==> src/rtl/div_sched.sv <==
// div_sched: round-robin arbiter for two clients sharing one restoring
// shift-subtract divider. It grants one client per operation, runs N
// iterations, and returns the quotient and remainder tagged with the owner.
//
//   state  | meaning
//   -------+---------------------------------------------------------------
//   S_IDLE | waiting for a request; grants combinationally, latches operands
//   S_RUN  | one divide iteration per cycle, N cycles in total
//   S_DONE | result registers valid, done pulse high for this one cycle
module div_sched #(
  parameter int N = 8
) (
  input  logic         clk,
  input  logic         rst,
  input  logic         req0,
  input  logic         req1,
  input  logic [N-1:0] dividend0,
  input  logic [N-1:0] dividend1,
  input  logic [N-1:0] divisor0,
  input  logic [N-1:0] divisor1,
  output logic         gnt0,
  output logic         gnt1,
  output logic         busy,
  output logic         done,
  output logic         done_id,
  output logic [N-1:0] quotient,
  output logic [N-1:0] remainder,
  output logic         dz
);

  localparam int CW = $clog2(N + 1);
  localparam logic [CW-1:0] LAST_CNT = CW'(N - 1);

  typedef enum logic [1:0] {
    S_IDLE = 2'd0,
    S_RUN  = 2'd1,
    S_DONE = 2'd2
  } state_t;

  state_t        state_q, state_d;
  logic          last_q, last_d;
  logic          owner_q, owner_d;
  // The partial remainder A is N+1 bits wide during the compare, but after
  // every restore step A < divisor < 2^N, so its top bit is always zero and
  // only the low N bits need to be stored.
  logic [N-1:0]  acc_q, acc_d;
  logic [N-1:0]  q_q, q_d;
  logic [N-1:0]  dvs_q, dvs_d;
  logic [CW-1:0] cnt_q, cnt_d;
  logic          done_q, done_d;
  logic          done_id_q, done_id_d;
  logic [N-1:0]  quo_q, quo_d;
  logic [N-1:0]  rem_q, rem_d;
  logic          dz_q, dz_d;

  logic          pick0, pick1;
  logic          sel_k;
  logic [N-1:0]  sel_dvd, sel_dvs;
  logic [N:0]    shifted;
  logic [N:0]    diff;
  logic          ge;
  logic [N-1:0]  nxt_acc;
  logic [N-1:0]  nxt_q;

  // Arbitration: a lone request wins; on contention the client not served last wins.
  always_comb begin
    pick0 = req0 & (~req1 | last_q);
    pick1 = req1 & (~req0 | ~last_q);
    gnt0  = ~rst & (state_q == S_IDLE) & pick0;
    gnt1  = ~rst & (state_q == S_IDLE) & pick1;
    sel_k   = gnt1;
    sel_dvd = gnt1 ? dividend1 : dividend0;
    sel_dvs = gnt1 ? divisor1  : divisor0;
  end

  // One restoring shift-subtract step on the current {A,Q}.
  always_comb begin
    shifted = {acc_q, q_q[N-1]};
    diff    = shifted - {1'b0, dvs_q};
    ge      = (shifted >= {1'b0, dvs_q});
    nxt_acc = ge ? diff[N-1:0] : shifted[N-1:0];
    nxt_q   = {q_q[N-2:0], ge};
  end

  // Next-state and next-result computation for the sequencer.
  always_comb begin
    state_d   = state_q;
    last_d    = last_q;
    owner_d   = owner_q;
    acc_d     = acc_q;
    q_d       = q_q;
    dvs_d     = dvs_q;
    cnt_d     = cnt_q;
    done_d    = 1'b0;
    done_id_d = done_id_q;
    quo_d     = quo_q;
    rem_d     = rem_q;
    dz_d      = dz_q;
    case (state_q)
      S_IDLE: begin
        if (gnt0 | gnt1) begin
          last_d  = sel_k;
          owner_d = sel_k;
          if (sel_dvs == '0) begin
            // Divide-by-zero skips the datapath and reports straight away.
            quo_d     = '1;
            rem_d     = sel_dvd;
            dz_d      = 1'b1;
            done_id_d = sel_k;
            done_d    = 1'b1;
            state_d   = S_DONE;
          end else begin
            acc_d   = '0;
            q_d     = sel_dvd;
            dvs_d   = sel_dvs;
            cnt_d   = '0;
            state_d = S_RUN;
          end
        end
      end
      S_RUN: begin
        acc_d = nxt_acc;
        q_d   = nxt_q;
        cnt_d = cnt_q + CW'(1);
        if (cnt_q == LAST_CNT) begin
          quo_d     = nxt_q;
          rem_d     = nxt_acc;
          dz_d      = 1'b0;
          done_id_d = owner_q;
          done_d    = 1'b1;
          state_d   = S_DONE;
        end
      end
      S_DONE: begin
        state_d = S_IDLE;
      end
      default: begin
        state_d = S_IDLE;
      end
    endcase
  end

  // State and result registers; synchronous reset aborts any operation in flight.
  always_ff @(posedge clk) begin
    if (rst) begin
      state_q   <= S_IDLE;
      last_q    <= 1'b1;
      owner_q   <= 1'b0;
      acc_q     <= '0;
      q_q       <= '0;
      dvs_q     <= '0;
      cnt_q     <= '0;
      done_q    <= 1'b0;
      done_id_q <= 1'b0;
      quo_q     <= '0;
      rem_q     <= '0;
      dz_q      <= 1'b0;
    end else begin
      state_q   <= state_d;
      last_q    <= last_d;
      owner_q   <= owner_d;
      acc_q     <= acc_d;
      q_q       <= q_d;
      dvs_q     <= dvs_d;
      cnt_q     <= cnt_d;
      done_q    <= done_d;
      done_id_q <= done_id_d;
      quo_q     <= quo_d;
      rem_q     <= rem_d;
      dz_q      <= dz_d;
    end
  end

  // Output drive from registered state.
  always_comb begin
    busy      = (state_q != S_IDLE);
    done      = done_q;
    done_id   = done_id_q;
    quotient  = quo_q;
    remainder = rem_q;
    dz        = dz_q;
  end

endmodule

==> config.mk <==
export PLATFORM = sky130hd
export DESIGN_NAME = div_sched
export DESIGN_NICKNAME = d
export VERILOG_FILES = /design/src/rtl/div_sched.sv
export SDC_FILE = /design/constraint.sdc
export NUM_CORES = 1
export LEC_CHECK = 0
export BUFFER_PORTS_ARGS = -buffer_cell sky130_fd_sc_hd__clkbuf_2
export CORE_MARGIN = 4
export CORE_UTILIZATION = 29
export DETAILED_ROUTE_END_ITERATION = 12
export PLACE_DENSITY = 0.53
export SLEW_MARGIN = 10
export SYNTH_ARGS = -nofsm -noshare
export SYNTH_HDL_FRONTEND = slang
export SYNTH_SLANG_ARGS = --single-unit
export TNS_END_PERCENT = 1
==> constraint.sdc <==
create_clock -name clk -period 2.85 [get_ports clk]
set_input_delay 0.7125 -clock clk [delete_from_list [all_inputs] [get_ports clk]]
set_output_delay 0.7125 -clock clk [all_outputs]
set_load 0.03 [all_outputs]
Word-level counts from Yosys, hierarchy flattened
Index checks and enable logic that the tools add are counted.
{ "word_totals": {"ff_bits": 51, "out_inout_bits": 22, "word_cells": 79} }
{ "op_classes": {"add_sub_neg": 2, "n_lt_le_gt_ge": 1, "n_eq_ne": 6, "n_mux": 36, "bitwise": 13, "n_reduce_logical": 9} }
{ "op_table": {"columns": ["op", "n"], "rows": [
  ["8-bit two-way mux", 13],
  ["8-bit case mux with 2 select lines", 4],
  ["9-bit by 8-bit greater-or-equal comparator with 1-bit output", 1],
  ["1-bit two-way mux", 9],
  ["8-bit zero test", 1],
  ["4-bit two-way mux", 2],
  ["4-bit case mux with 2 select lines", 1],
  ["8-bit subtractor", 1],
  ["2-bit two-way mux", 3],
  ["1-bit case mux with 2 select lines", 3],
  ["3-bit AND reduction", 2],
  ["1-bit AND", 5],
  ["1-bit inverter", 5],
  ["4-bit by 1-bit adder with 4-bit output, second input constant", 1],
  ["4-bit by 3-bit == test with 1-bit output, second input constant", 1],
  ["2-bit by 1-bit != test with 1-bit output, second input constant", 2],
  ["2-bit != test, second input constant", 2],
  ["2-bit case mux with 2 select lines", 1],
  ["2-bit AND reduction", 2],
  ["4-bit AND reduction", 1],
  ["2-bit nonzero test", 2],
  ["1-bit OR", 3],
  ["2-bit by 1-bit == test with 1-bit output, second input constant", 1],
  ["2-bit zero test", 1]
]} }

Depth between registers and ports, before layout
Gate-level depths: netlist (run 1).
{ "logic_depth": {"ltp_word": 9, "ltp_mapped": 10} }

Worst setup path before layout (run 1)
No wires, ideal clock.
{ "synth_timing": {"kind": "input to output", "start": "in rst", "end": "out gnt1", "arrival_time_ns": 1.713, "required_ns": 2.138, "setup_slack_ns": 0.425, "path_stages": 4, "path_cell_list": "clkbuf_1 > nor3_4 > nand2_1 > clkinv_1"} }
{ "synth_between": {"elab_chain_cells": 3} }
{ "synth_rtl": {"columns": ["element", "line_no", "rtl"], "rows": [
  ["from (decl)", "14", "input logic rst,"],
  ["1-bit inverter", "70", "gnt1 = ~rst & (state_q == S_IDLE) & pick1;"],
  ["1-bit AND (2 in series)", "70", null],
  ["to (decl)", "22", "output logic gnt1,"]
]} }
Every way passes these cells.

Worst setup path in the final report (run 1)
{ "layout_timing": {"start": "in rst", "end": "out gnt0"} }
{ "layout_between": {"elab_chain_cells": 3} }
{ "layout_rtl": {"columns": ["element", "line_no", "rtl"], "rows": [
  ["1-bit inverter", "69", "gnt0 = ~rst & (state_q == S_IDLE) & pick0;"],
  ["1-bit AND (2 in series)", "69", null],
  ["to (decl)", "21", "output logic gnt0,"]
]} }
Every way passes these cells.

==> reports/summary.txt, run 1 <==
status: complete, no violations
CP Max Fanout: 6
Post-CTS Hold Buffers: 0
gpl congestion: 0.816
r2r setup slk: 0.43 ns
vias in the first global route: 2435
antenna fix cells: 0
R2R Path Start: dvs_q[3]$_SDFFE_PP0P_
Max Clock Skew: 0.00864 ns
VDD IR-drop max: 0.244 mV
Slew Viols, Final: 0
Slowest-stage cell, CP: nor3_4
kind of critical path: in2out
Die X: 105 µm
Slew @ Worst Pin: 0.567 ns
layout cells sized above 1: 0.228
aggregate global-route resource usage: 0.133
top cell family by delay on the critical path: buffers and inverters
DRT Pass-1 Iters: 4
post-CTS setup buffers: 0
relative max-transition margin: 0.622
CTS tree: yes
Post-Synth Adder-Cell Area: 0.0483
crit path DAT: 1.75 ns
first-pass GRT wire length: 12200 µm
Worst path depth: 5
Std-Cell Rows: 35
GR Overflow Total: 0
CP required: 2.14 ns
drc violations: 0
Nets: 432
Synth Area in Simple Gates: 0.236
hpwl dp: 5640 µm
Primary FF master, synth: dfxtp_1
final worst path period share: 0.863
Reg-to-Reg End: remainder[1]$_SDFFE_PP0P_
core area: 0.00924 mm²
Num CTS Buffers: 5
Mapped Cells: 335
CP bufs+invs: 3
unrepaired setup endpoints after global routing: false
Mapped Avg Cell Area: 8.19 µm²
setup TNS: 0 ns
via count: 2575
Fmax: 407 MHz
# setup viols final: 0
Max-Cap Viols: 0
Filler cells: 987
Post-CTS Resized: 0
Routed Antenna Nets: 0
CP peak stage delay: 0.31 ns
placed cell area: 0.00316 mm²
Crit. End Element: output port
commonest non-fill, non-tap cell in the layout: clkbuf_2
worst hold path class: reg2reg
CTS clk-pin slew, worst paths: 0.08 ns
Max H-tree Level: 2
largest family of logic cells by synthesized area: compound AO/OA/AOI/OAI gates
Ports: 58
post-synthesis compound-gate area fraction: 0.245
most frequent cells in the layout: clkbuf_2, nor2_1, dfxtp_1
# port buffers: 57
synth unique cells: 56
largest net degree at the start of global routing: 52
EDFF count, synth: 0
Vias/cell: 5.00
Clock Path Buffers: 2
CP startpoint: rst
syn_nets: 381
Final Hold Fails: 0
non-filler instance count after layout: 515
initial antenna violation count: 0
synthesis-stage register bit count: 51
Cells after DPL: 508
Syn Std Cell Area: 0.00274 mm²
sequential area share after synthesis: 0.372
die area: 0.0111 mm²
Lkg Pwr: 0.00132 µW
R2R cell count: 8
DR iter-0 viols: 112
worst-skew pair later-pin latency: 0.30 ns
post-route design area: 0.00327 mm²
cells along the critical path: clkbuf_2, nor3_4, buf_4, and3b_1, clkbuf_2
Die Height: 105 µm
WL/cell: 14.5 µm
CP startpoint kind: input pin
PD cells: 530 mW/mm²
mux cell area share after synthesis: 0.0420
CTS sink cnt: 51
synth-to-layout area growth: 19.1%
CTS Root Buffer Type: clkbuf_8
total wire length: 7470 µm
ys async rst share: 0
Initial Util: 0.297
fin crit period: 2.46 ns
crit path to: gnt0
post-synthesis xor/xnor area fraction: 0.00319
most frequent CP cell: clkbuf_2
YS warnings: 0
power by group:
group | internal [µW] | switching [µW]
combinational | 192 | 283
sequential | 747 | 25.1
clock | 258 | 229
total | 1200 | 537
Yosys cell counts, types with 8 or more instances:
cell type | number | area [µm²]
a211oi_1 | 8 | 60.1
a21oi_1 | 22 | 110
a311oi_1 | 10 | 87.6
clkbuf_1 | 13 | 48.8
dfxtp_1 | 51 | 1020
ha_1 | 9 | 113
inv_1 | 13 | 48.8
nand2_1 | 35 | 131
nor2_1 | 51 | 191
nor3_1 | 9 | 45.0
o21a_1 | 8 | 60.1
o21ai_0 | 11 | 55.1
worst min path at each step:
stage                     startpoint               endpoint  slack, ns  cells past startpoint
2_1_floorplan  acc_q[7]$_SDFFE_PP0P_  acc_q[7]$_SDFFE_PP0P_       0.44                      2
3_3_place_gp   acc_q[7]$_SDFFE_PP0P_  acc_q[7]$_SDFFE_PP0P_       0.45                      2
3_5_place_dp   acc_q[7]$_SDFFE_PP0P_  acc_q[7]$_SDFFE_PP0P_       0.45                      2
4_1_cts        acc_q[7]$_SDFFE_PP0P_  acc_q[7]$_SDFFE_PP0P_       0.47                      2
5_1_grt        acc_q[7]$_SDFFE_PP0P_  acc_q[7]$_SDFFE_PP0P_       0.48                      2
6_report       acc_q[7]$_SDFFE_PP0P_  acc_q[7]$_SDFFE_PP0P_       0.47                      2
cell families (layout without fill, tap and decap cells):
group           count (synthesis)  count (layout)
buf+inv                        34              85
fa+ha+maj                      10              10
mux                            11              11
compound gates                 93              93
xor+xnor                        1               1
simple gates                  135             135
flops                          51              51
layout make-up:
type,count,area [µm²],area share
multi-input cells,250,1580,0.483
inverters,14,52.6,0.0161
well taps,129,161,0.0494
clock inverters,1,30.0,0.00919
flip-flops and latches,51,1020,0.313
repair buffers,64,350,0.107
clock buffers,6,72.6,0.0222
flip-flops by register name, indices dropped and copies added (netlist names):
signal / cells
dz: 1
acc_q: 8
last_q: 1
q_q: 8
dvs_q: 8
quotient: 8
cnt_q: 4
done_id: 1
done: 1
remainder: 8
state_q: 2
owner_q: 1
tightest hold or removal path, cell delays in order, from the launching register on:
cell and delay (ns):
dfxtp_1 0.32, nand2_1 0.05, a21oi_1 0.05
metrics by stage:
stage	total power, µW	worst slack, ns	hold WS, ns	util
CTS	1750	0.388	0.465	0.354
floorplan	1130	0.425	0.437	-
detailed placement	1260	0.136	0.453	0.342
global placement	1260	0.224	0.448	0.342
finish	1730	0.391	0.465	0.354
global route	1840	0.256	0.483	0.354
metal layers:
metal | vias to the layer above | track usage | routed length (µm) | share of wire
li1 | 1308 | - | - | -
met4 | 0 | 0.0319 | 76 | 0.010
met3 | 6 | 0.0196 | 249 | 0.033
met1 | 1205 | 0.182 | 3420 | 0.46
met5 | - | 0 | 0 | 0
met2 | 56 | 0.221 | 3730 | 0.50
No activity file was read; power rests on OpenSTA's default activity.
==> inputs of run 2 (changes only) <==
==> constraint.sdc (replaced) <==
create_clock -name clk -period 2.74 [get_ports clk]
set_input_delay 0.685 -clock clk [delete_from_list [all_inputs] [get_ports clk]]
set_output_delay 0.685 -clock clk [all_outputs]
set_load 0.03 [all_outputs]
==> reports/summary.txt, run 2 (synthesized netlist as in run 1, its figures left out) <==
total wire length: 7520 µm (+0.62%)
gpl congestion: 0.807 (-1.1%)
first-pass GRT wire length: 12400 µm (+1.6%)
Lkg Pwr: 0.00133 µW (+0.36%)
Max Clock Skew: 0.0133 ns (+0.00471 ns)
via count: 2587 (+0.47%)
die area: 0.0111 mm² (unchanged)
fin crit period: 2.44 ns
crit path DAT: 2.63 ns (+0.88 ns)
Slew @ Worst Pin: 0.600 ns (+0.0334 ns)
relative max-transition margin: 0.596 (-0.0259)
WHS: 0.462 ns (-0.00293 ns)
layout cells sized above 1: 0.236 (+0.00792)
post-layout util: 0.354 (+0.000541)
CP bufs+invs: 1 (-2)
DR iter-0 viols: 119 (+6.3%)
worst hold path class: reg2reg
core area: 0.00924 mm² (unchanged)
worst hold start: acc_q[7]$_SDFFE_PP0P_
hpwl dp: 5700 µm (+0.96%)
post-CTS setup buffers: 0 (unchanged)
# setup viols final: 0 (unchanged)
CTS clk-pin slew, worst paths: 0.10 ns (+0.02 ns)
R2R Path Start: dvs_q[3]$_SDFFE_PP0P_
Crit. End Element: flop
R2R cell count: 8 (unchanged)
worst-skew pair later-pin latency: 0.31 ns (about the same)
Post-CTS Hold Buffers: 0 (unchanged)
vias in the first global route: 2487 (+2.1%)
Max H-tree Level: 2 (unchanged)
Clock Path Buffers: 2 (unchanged)
commonest non-fill, non-tap cell in the layout: clkbuf_2
Std-Cell Rows: 35 (unchanged)
Routed Antenna Nets: 0 (unchanged)
kind of critical path: reg2reg
unrepaired setup endpoints after global routing: false
PD cells: 534 mW/mm² (+0.70%)
CP startpoint kind: flop
CTS Root Buffer Type: clkbuf_8
antenna fix cells: 0 (unchanged)
CTS tree: yes
Ports: 58 (unchanged)
status: complete, no violations
CTS sink cnt: 51 (unchanged)
setup TNS: 0 ns (unchanged)
CP startpoint: dvs_q[3]$_SDFFE_PP0P_
aggregate global-route resource usage: 0.137 (+0.00361)
initial antenna violation count: 0 (unchanged)
Die Height: 105 µm (unchanged)
most frequent cells in the layout: clkbuf_2, nor2_1, dfxtp_1
Post-CTS Resized: 0 (unchanged)
Die X: 105 µm (unchanged)
Worst path depth: 8 (+3)
CP peak stage delay: 0.43 ns (+0.12 ns)
synth-to-layout area growth: 19.2%
VDD IR-drop max: 0.317 mV (+30%)
Slew Viols, Final: 0 (unchanged)
Vias/cell: 4.98 (-0.31%)
cells along the critical path: inv_1, ha_1, o211ai_1, o21a_1, o21ai_1, mux2_2, a21oi_1, a211oi_1
Slowest-stage cell, CP: ha_1
top cell family by delay on the critical path: compound AO/OA/AOI/OAI gates
Nets: 435 (+0.69%)
Final Power: 1750 µW (+0.85%)
drc violations: 0 (unchanged)
final worst path period share: 0.891
GR Overflow Total: 0 (unchanged)
largest net degree at the start of global routing: 52 (unchanged)
Max-Cap Viols: 0 (unchanged)
DRT Pass-1 Iters: 4 (unchanged)
Num CTS Buffers: 5 (unchanged)
Fmax: 410 MHz
hold path depth: 2 (unchanged)
# port buffers: 57 (unchanged)
Initial Util: 0.297 (unchanged)
WL/cell: 14.5 µm (-0.16%)
CP required: 2.93 ns (+0.79 ns)
Final Hold Fails: 0 (unchanged)
CP Max Fanout: 10 (+4)
-- run 2: cell types whose count changed in the layout (fill, tap and decap cells not counted), sizes merged --
cell | previous run | this run
clkinvlp | 0 | 1
buf | 7 | 10
clkinv | 1 | 2
bufinv | 1 | 0
-- run 2: final cells by class --
| class | instances | area (µm²) |
|---|---|---|
| multi-input cells | 250 | 1580 |
| clock inverters | 2 | 12.5 |
| inverters | 14 | 52.6 |
| clock buffers | 6 | 72.6 |
| flip-flops and latches | 51 | 1020 |
| well taps | 129 | 161 |
| fillers | 998 | 5970 |
| repair buffers | 67 | 373 |
-- run 2: report_power, final --
group / leakage, µW / switching (µW) / internal [µW]
Sequential: 0.000415 / 26.4 / 777
Clock: 0.0000412 / 264 / 179
Combinational: 0.000873 / 299 / 202
Total: 0.00133 / 589 / 1160
-- run 2: per-stage QoR --
stage                     setup slack, ns  instances  cell area, µm²
after floorplan                     0.370        335            2740
after global placement              0.268        511            3190
after detailed placement            0.198        511            3190
after CTS                           0.305        519            3270
after global routing                0.158        519            3270
final                               0.300        519            3270
-- run 2: worst paths after layout --
check                              endpoint  slack (ns)
setup / recovery  remainder[1]$_SDFFE_PP0P_        0.30
hold / removal        acc_q[7]$_SDFFE_PP0P_        0.46
setup reg to reg  remainder[1]$_SDFFE_PP0P_        0.30
hold reg to reg       acc_q[7]$_SDFFE_PP0P_        0.46
-- run 2: metal layers --
layer / vias up / routed length, µm / track usage
met3: 9 / 180 / 0.0239
met1: 1220 / 3540 / 0.179
met4: 0 / 102 / 0.0403
li1: 1314 / - / -
met5: - / 0 / 0
met2: 44 / 3700 / 0.230
-- run 2: worst register-to-register path: cells and delay by family, from the launching register on --
kind | cells | cell delay, ns
mux | 1 | 0.42
buf+inv | 1 | 0.05
flops | 1 | 0.34
fa+ha+maj | 1 | 0.43
compound gates | 5 | 1.08
==> inputs of run 3 (changes only) <==
==> constraint.sdc (replaced) <==
create_clock -name clk -period 2.74 [get_ports clk]
set_input_delay 0.685 -clock clk [delete_from_list [all_inputs] [get_ports clk]]
set_output_delay 0.685 -clock clk [all_outputs]
set_load 0.05 [all_outputs]
==> reports/summary.txt, run 3 (synthesized netlist as in run 1, its figures left out) <==
fin crit period: 2.45 ns (+0.00817 ns)
relative max-transition margin: 0.627 (+0.0305)
Slew Viols, Final: 0 (unchanged)
CTS sink cnt: 51 (unchanged)
WL/cell: 14.1 µm (-2.4%)
DRT Pass-1 Iters: 4 (unchanged)
aggregate global-route resource usage: 0.131 (-0.00593)
first-pass GRT wire length: 11900 µm (-3.6%)
drc violations: 0 (unchanged)
die area: 0.0111 mm² (unchanged)
Std-Cell Rows: 35 (unchanged)
Ports: 58 (unchanged)
Clock Path Buffers: 2 (unchanged)
WHS: 0.458 ns (-0.00386 ns)
most frequent cells in the layout: clkbuf_2, nor2_1, dfxtp_1
Lkg Pwr: 0.00133 µW (+0.38%)
Post-CTS Resized: 0 (unchanged)
CP startpoint kind: flop
crit path DAT: 2.61 ns (-0.02 ns)
Max Clock Skew: 0.0106 ns (-0.00278 ns)
commonest non-fill, non-tap cell in the layout: clkbuf_2
post-CTS setup buffers: 0 (unchanged)
Slew @ Worst Pin: 0.560 ns (-0.0402 ns)
Post-CTS Hold Buffers: 0 (unchanged)
Final Hold Fails: 0 (unchanged)
CP peak stage delay: 0.43 ns (about the same)
# port buffers: 57 (unchanged)
core area: 0.00924 mm² (unchanged)
Routed Antenna Nets: 0 (unchanged)
worst-skew pair later-pin latency: 0.29 ns (-0.02 ns)
# setup viols final: 0 (unchanged)
setup TNS: 0 ns (unchanged)
Max H-tree Level: 2 (unchanged)
Fmax: 408 MHz (-0.33%)
Die X: 105 µm (unchanged)
DR iter-0 viols: 88 (-26%)
VDD IR-drop max: 0.264 mV (-17%)
vias in the first global route: 2421 (-2.7%)
CP Max Fanout: 10 (unchanged)
Die Height: 105 µm (unchanged)
worst hold path class: reg2reg
hpwl dp: 5570 µm (-2.3%)
placed cell area: 0.00319 mm² (unchanged)
non-filler instance count after layout: 516 (-0.58%)
CP bufs+invs: 1 (unchanged)
CP required: 2.90 ns (-0.03 ns)
CTS clk-pin slew, worst paths: 0.09 ns (about the same)
Crit. End Element: flop
kind of critical path: reg2reg
Cells after DPL: 509 (-0.39%)
status: complete, no violations
via count: 2556 (-1.2%)
antenna fix cells: 0 (unchanged)
CTS tree: yes
unrepaired setup endpoints after global routing: false
cells along the critical path: inv_1, ha_1, o211ai_1, o21a_1, o21ai_1, mux2_2, a21oi_1, a211oi_1
largest net degree at the start of global routing: 52 (unchanged)
Nets: 433 (-0.46%)
CTS Root Buffer Type: clkbuf_8
top cell family by delay on the critical path: compound AO/OA/AOI/OAI gates
final worst path period share: 0.894 (+0.00298)
PD cells: 549 mW/mm² (+2.7%)
Num CTS Buffers: 5 (unchanged)
initial antenna violation count: 0 (unchanged)
total wire length: 7300 µm (-3.0%)
Vias/cell: 4.95 (-0.62%)
Initial Util: 0.297 (unchanged)
gpl congestion: 0.805 (-0.24%)
Final Power: 1800 µW (+3.2%)
GR Overflow Total: 0 (unchanged)
post-route design area: 0.00329 mm² (+0.54%)
synth-to-layout area growth: 19.9%
Slowest-stage cell, CP: ha_1
Max-Cap Viols: 0 (unchanged)
layout cells sized above 1: 0.230 (-0.00592)
-- run 3: changes by cell type in the layout (fill, tap and decap cells not counted), sizes merged --
cell      previous run  this run
buf                 10         9
bufinv               0         1
clkbuf              63        62
clkinv               2         1
clkinvlp             1         0
-- run 3: cell type report --
| cell class | instances | area [µm²] |
|---|---|---|
| fillers | 1011 | 5950 |
| multi-input cells | 250 | 1580 |
| flip-flops and latches | 51 | 1020 |
| repair buffers | 65 | 373 |
| well taps | 129 | 161 |
| clock buffers | 6 | 72.6 |
| inverters | 14 | 52.6 |
| clock inverters | 1 | 30.0 |
-- run 3: through the flow --
step	util	setup WS, ns
6_report	0.356	0.291
5_1_grt	0.356	0.106
4_1_cts	0.356	0.318
3_5_place_dp	0.345	0.215
3_3_place_gp	0.345	0.250
2_1_floorplan	-	0.269
-- run 3: worst paths after layout --
kind                               from                         to  depth (start not counted)  slack (ns)
setup / recovery  dvs_q[3]$_SDFFE_PP0P_  remainder[1]$_SDFFE_PP0P_                          8        0.29
setup reg to reg  dvs_q[3]$_SDFFE_PP0P_  remainder[1]$_SDFFE_PP0P_                          8        0.29
hold reg to reg   acc_q[7]$_SDFFE_PP0P_      acc_q[7]$_SDFFE_PP0P_                          2        0.46
hold / removal    acc_q[7]$_SDFFE_PP0P_      acc_q[7]$_SDFFE_PP0P_                          2        0.46
-- run 3: power breakdown --
group / internal [µW] / switching [µW] / total [µW]
registers: 777 / 25.9 / 803
clock network: 268 / 231 / 499
logic: 202 / 301 / 503
-- run 3: worst min-delay path, delay by kind of cell (launching register included) --
kind	cells	cell delay [ns]
AND/OR/NAND/NOR	1	0.05
AO/OA/AOI/OAI	1	0.05
flip-flops	1	0.32
-- run 3: layer usage --
metal  share of wire  GRT usage  up-vias
li1                -          -     1314
met1            0.47      0.177     1203
met2            0.50      0.219       35
met3           0.025     0.0227        4
met4          0.0063     0.0262        0
met5               0          0        -
